==> config.mk <==
export PLATFORM = sky130hd
export DESIGN_NAME = slv_bus_arbiter
export DESIGN_NICKNAME = d
export VERILOG_FILES = /design/src/rtl/slv_bus_arbiter.sv
export SDC_FILE = /design/constraint.sdc
export NUM_CORES = 1
export LEC_CHECK = 0
export BUFFER_PORTS_ARGS = -buffer_cell sky130_fd_sc_hd__buf_2
export CAP_MARGIN = 15
export CELL_PAD_IN_SITES_DETAIL_PLACEMENT = 0
export CELL_PAD_IN_SITES_GLOBAL_PLACEMENT = 1
export CORE_MARGIN = 1
export CORE_UTILIZATION = 30
export DETAILED_ROUTE_END_ITERATION = 6
export HOLD_SLACK_MARGIN = 0.03
export MAX_ROUTING_LAYER = met4
export PLACE_DENSITY_LB_ADDON = 0.1
export SLEW_MARGIN = 20
export SYNTH_ARGS = -nofsm -noshare
export SYNTH_HDL_FRONTEND = slang
export SYNTH_SLANG_ARGS = --single-unit
==> constraint.sdc <==
create_clock -name clk_125 -period 2.1 [get_ports clk_125]
set_input_delay 0.21 -clock clk_125 [delete_from_list [all_inputs] [get_ports clk_125]]
set_output_delay 0.21 -clock clk_125 [all_outputs]
set_load 0.005 [all_outputs]
==> src/rtl/slv_bus_arbiter.sv <==
// Two-master round-robin arbiter for the BAR-decoded 16-bit slave bus with a bounded burst lock.
// Each access runs CMD -> WAIT (reads, RD_LAT > 1) -> DONE; all outputs are registered.
module slv_bus_arbiter #(
    parameter int ADR_W     = 19,
    parameter int RD_LAT    = 1,
    parameter int MAX_BURST = 16
) (
    input  logic             clk_125,
    input  logic             rstn,
    input  logic             m0_req,
    input  logic             m0_lock,
    input  logic             m0_we,
    input  logic [6:0]       m0_bar,
    input  logic [ADR_W-1:0] m0_adr,
    input  logic [15:0]      m0_wdat,
    input  logic [1:0]       m0_sel,
    output logic             m0_ack,
    output logic [15:0]      m0_rdata,
    input  logic             m1_req,
    input  logic             m1_lock,
    input  logic             m1_we,
    input  logic [6:0]       m1_bar,
    input  logic [ADR_W-1:0] m1_adr,
    input  logic [15:0]      m1_wdat,
    input  logic [1:0]       m1_sel,
    output logic             m1_ack,
    output logic [15:0]      m1_rdata,
    output logic [6:0]       slv_bar_o,
    output logic             slv_ce_o,
    output logic             slv_we_o,
    output logic [ADR_W-1:0] slv_adr_o,
    output logic [15:0]      slv_dat_o,
    output logic [1:0]       slv_sel_o,
    input  logic [15:0]      slv_dat_i,
    output logic [1:0]       gnt,
    output logic             busy
);
    localparam int BW = $clog2(MAX_BURST + 1);
    localparam int CW = (RD_LAT > 1) ? $clog2(RD_LAT) : 1;
    localparam logic [BW-1:0] BURST_MAX = BW'(MAX_BURST);
    localparam logic [CW-1:0] WAIT_LAST = CW'(RD_LAT - 1);

    typedef enum logic [1:0] {IDLE, CMD, WAIT, DONE} state_t;

    state_t           state, state_nxt;
    logic             owner, owner_nxt;
    logic [BW-1:0]    burst_cnt, burst_nxt;
    logic [CW-1:0]    wait_cnt;
    logic             cmd_we;
    logic             grant;
    logic             lock_hold;
    logic             win_we;
    logic [6:0]       win_bar;
    logic [ADR_W-1:0] win_adr;
    logic [15:0]      win_wdat;
    logic [1:0]       win_sel;

    // owner doubles as the last-owner pointer: it only changes on a grant
    always_comb begin
        state_nxt = state;
        owner_nxt = owner;
        burst_nxt = burst_cnt;
        grant     = 1'b0;
        lock_hold = (owner ? (m1_lock && m1_req) : (m0_lock && m0_req)) && (burst_cnt < BURST_MAX);
        case (state)
            IDLE: begin
                if (m0_req || m1_req) begin
                    grant     = 1'b1;
                    state_nxt = CMD;
                    if (lock_hold)
                        owner_nxt = owner;
                    else if (m0_req && m1_req)
                        owner_nxt = ~owner;
                    else
                        owner_nxt = m1_req;
                    if (owner_nxt != owner)
                        burst_nxt = BW'(1);
                    else if (burst_cnt != BURST_MAX)
                        burst_nxt = burst_cnt + BW'(1);
                end
            end
            CMD:     state_nxt = (cmd_we || RD_LAT == 1) ? DONE : WAIT;
            WAIT:    if (wait_cnt == WAIT_LAST) state_nxt = DONE;
            DONE:    state_nxt = IDLE;
            default: state_nxt = IDLE;
        endcase
    end

    assign win_we   = owner_nxt ? m1_we   : m0_we;
    assign win_bar  = owner_nxt ? m1_bar  : m0_bar;
    assign win_adr  = owner_nxt ? m1_adr  : m0_adr;
    assign win_wdat = owner_nxt ? m1_wdat : m0_wdat;
    assign win_sel  = owner_nxt ? m1_sel  : m0_sel;

    always_ff @(posedge clk_125 or negedge rstn) begin
        if (!rstn) begin
            state     <= IDLE;
            owner     <= 1'b1;
            burst_cnt <= '0;
        end else begin
            state     <= state_nxt;
            owner     <= owner_nxt;
            burst_cnt <= burst_nxt;
        end
    end

    // Outputs are computed from the next state so they line up with the state they describe
    always_ff @(posedge clk_125 or negedge rstn) begin
        if (!rstn) begin
            wait_cnt  <= '0;
            cmd_we    <= 1'b0;
            slv_bar_o <= '0;
            slv_ce_o  <= 1'b0;
            slv_we_o  <= 1'b0;
            slv_adr_o <= '0;
            slv_dat_o <= '0;
            slv_sel_o <= '0;
            gnt       <= '0;
            busy      <= 1'b0;
            m0_ack    <= 1'b0;
            m1_ack    <= 1'b0;
            m0_rdata  <= '0;
            m1_rdata  <= '0;
        end else begin
            if (state_nxt == WAIT)
                wait_cnt <= (state == WAIT) ? wait_cnt + CW'(1) : CW'(1);
            if (grant) begin
                cmd_we    <= win_we;
                slv_bar_o <= win_bar;
                slv_adr_o <= win_adr;
                slv_dat_o <= win_wdat;
                slv_sel_o <= win_sel;
            end else if (state_nxt == IDLE) begin
                slv_bar_o <= '0;
            end
            slv_ce_o <= grant;
            slv_we_o <= grant && win_we;
            gnt      <= (state_nxt == IDLE) ? 2'b00 : (owner_nxt ? 2'b10 : 2'b01);
            busy     <= (state_nxt != IDLE);
            m0_ack   <= (state_nxt == DONE) && !owner;
            m1_ack   <= (state_nxt == DONE) && owner;
            // The edge entering DONE is RD_LAT edges after the one that raised slv_ce_o
            if (state_nxt == DONE && !cmd_we) begin
                if (owner)
                    m1_rdata <= slv_dat_i;
                else
                    m0_rdata <= slv_dat_i;
            end
        end
    end
endmodule

==> impl_metrics.ini <==
[clock_network]
clkTransAtPathRegs_ns = 0.07
clockBufferDepth = 2
cts.sinks = 93
cts_resized = 0
cts_tree = yes
cts_root_buffer = clkbuf_16
cts_made_buffers = 9
post_cts_buffers = 0
worstSkewPairLatency_ns = 0.34
h-tree-depth = 3

[synthesis]
synth_top_area_cell = dfrtp_1
yosysMostFrequentCell = dfrtp_1
yosys_most_used_dff = dfrtp_1
yosys.cell_types.count = 36
postSynthAreaPerCell_um2 = 10.34
synth_top_area_share_pct = 56.93
syn_nets = 505
synth_edf_count = 0
netlist_area_um2 = 4044
synth_cells = 391
synth_common_cells = 92 x dfrtp_1, 77 x a21oi_1, 70 x nand2_1, 44 x nor2_1, 22 x mux2_2
yosysSeqAreaShare_pct = 57.58
ys_top_cells_by_area = dfrtp_1 57%, a21oi_1 9.5%, nand2_1 6.5%
ys_warn_count = 0
synth_async_sr_flop_share_pct = 100.0
ys_seq_elements = 93

[place]
pre_cts_ws_ns = 0.1457
numPortBuffers = 194
placed_area_um2 = 5299
hpwl_um = 8166
place.gp.congestion = 0.7509

[timing]
final.min_clock_period_ns = 1.926
worst_pin_slew_ns = 0.7102
fin_skew_ns = 0.008795
hold_viol = 0
hold_ws_ns = 0.09099
fin_ws_ns = 0.1742
setup_viol = 0
rsz0062_at_grt = false
min_period_over_period_pct = 91.71
final_max_slew_viol_count = 0
tns_ns = 0
slew_headroom_pct = 52.63
fmax_mhz = 519.3

[drt]
ant_nets = 0
vias = 3602
drt_iter0_drc = 176
wire_per_inst_um = 15.06
drt_first_pass_iters = 6
post-route-drc-count = 0
drt_wl_total_um = 11630
via_per_inst = 4.666

[status]
status = finished clean

[floorplanning]
dieArea_um2 = 13950
core-area_um2 = 13190
row_count = 42
fp.dieH_um = 118.1
initial_utilization_pct = 30.66
ios = 195
die_width_um = 118.1

[flow_run]
max-cap-violations = 0

[setup_path]
worst_path_largest_cell_delay_ns = 0.61
required_ns = 2.33
start_kind = register
cp_max_fo = 21
crit_type = reg -> reg
crit_chain = nand2_1 -> o2111ai_4 -> o21ai_0 -> and2_1
crit_path_end_kind = register
worstPathArrival_ns = 2.16
cp_slowest_cell = o2111ai_4

[global_route]
grt.total_usage_pct = 17.87
grt_max_degree = 52
overflow = 0
antenna_found_initial = 0
grt_pass1_wl_um = 18940
grt_pass1_vias = 3611

[cells_and_area]
design_area_um2 = 5609
fin_nets = 705
fillers = 1323
antenna_cells = 0
drive_gt1_share_pct = 44.13
area_growth_pct = 38.71

[power_and_ir_drop]
power_density_nw_per_um2 = 1462
max-vdd-ir-drop_mv = 0.4173
p_leak_nw = 2.812

[hold_path]
hold_path_class = in -> reg
sequential cells by signal, summed over array words and instances, names as in the netlist, 2 cells and up:
signal     cells
slv_adr_o     19
m0_rdata      16
m1_rdata      16
slv_dat_o     16
slv_bar_o      7
burst_cnt      5
gnt            2
slv_sel_o      2
state          2
area by class of cell:
class	count	area [um^2]	area share [%]
multi-input combinational	271	1604	28.60
clock buffer	9	225.2	4.015
tap	176	220.2	3.926
sequential	93	2328	41.51
clock inverter	7	75.07	1.338
timing repair buffer	210	1134	20.21
inverter	6	22.52	0.4015
path summary, 6_finish.rpt:
path                              start           end  slack [ns]  cells past startpoint
max                               owner        gnt[1]        0.17                      4
min                           m0_adr[4]  slv_adr_o[4]        0.09                      3
max reg2reg                       owner        gnt[1]        0.17                      4
min reg2reg                slv_bar_o[4]  slv_bar_o[4]        0.48                      2
max in group asynchronous          rstn        cmd_we        0.98                      3
min in group asynchronous          rstn   m0_rdata[3]        0.47                      2
cell usage in the layout (no fill, tap or decap), drive strengths merged, types with 6 or more instances in the layout:
cell    instances
o221ai          9
buf           209
nand2          70
o21ai           7
clkbuf          9
mux2           32
nor2           44
clkinv          6
a21oi          77
dfrtp          92
inv             6
logic make-up (layout without fill, tap and decap cells):
logic type	count (synthesis)	after routing	synth area share (%)
flops	93	93	57.58
mux	32	32	9.839
buf+inv	27	232	3.372
fa+ha+maj	2	2	0.6187
simple gates	132	132	13.74
compound gates	105	105	14.85
stage by stage:
| stage | power, W | util (%) | cells |
|---|---|---|---|
| after global routing | 0.008859 | 42.53 | 772 |
| after global placement | 0.006573 | 40.17 | 755 |
| final | 0.008200 | 42.53 | 772 |
| after CTS | 0.008328 | 42.53 | 772 |
| after floorplan | 0.005083 | - | 391 |
| after detailed placement | 0.006637 | 40.17 | 755 |
worst max-delay path, delay by kind of cell (launching register included):
family | cells | cell delay (ns)
AO/OA/AOI/OAI | 2 | 0.86
flip-flops | 1 | 0.60
AND/OR/NAND/NOR | 2 | 0.36
power breakdown:
| part | switching [W] | total, W | internal [W] |
|---|---|---|---|
| logic | 0.00172 | 0.00339 | 0.00167 |
| registers | 0.000489 | 0.00315 | 0.00266 |
| clock network | 0.000723 | 0.00165 | 0.000930 |
| total | 0.00294 | 0.00820 | 0.00526 |
metal layers:
layer  part of all wire (%)  GRT usage [%]
met1                     47          23.65
met2                     46          27.32
met3                    5.4          3.585
met4                    1.2          6.010
met5                      0              -
repair_timing:
item	in CTS	in global routing
hold buffers	1	0
endpoints found under the setup margin	0	0
hold endpoints to repair	48	0
No activity file was read; power rests on OpenSTA's default activity.
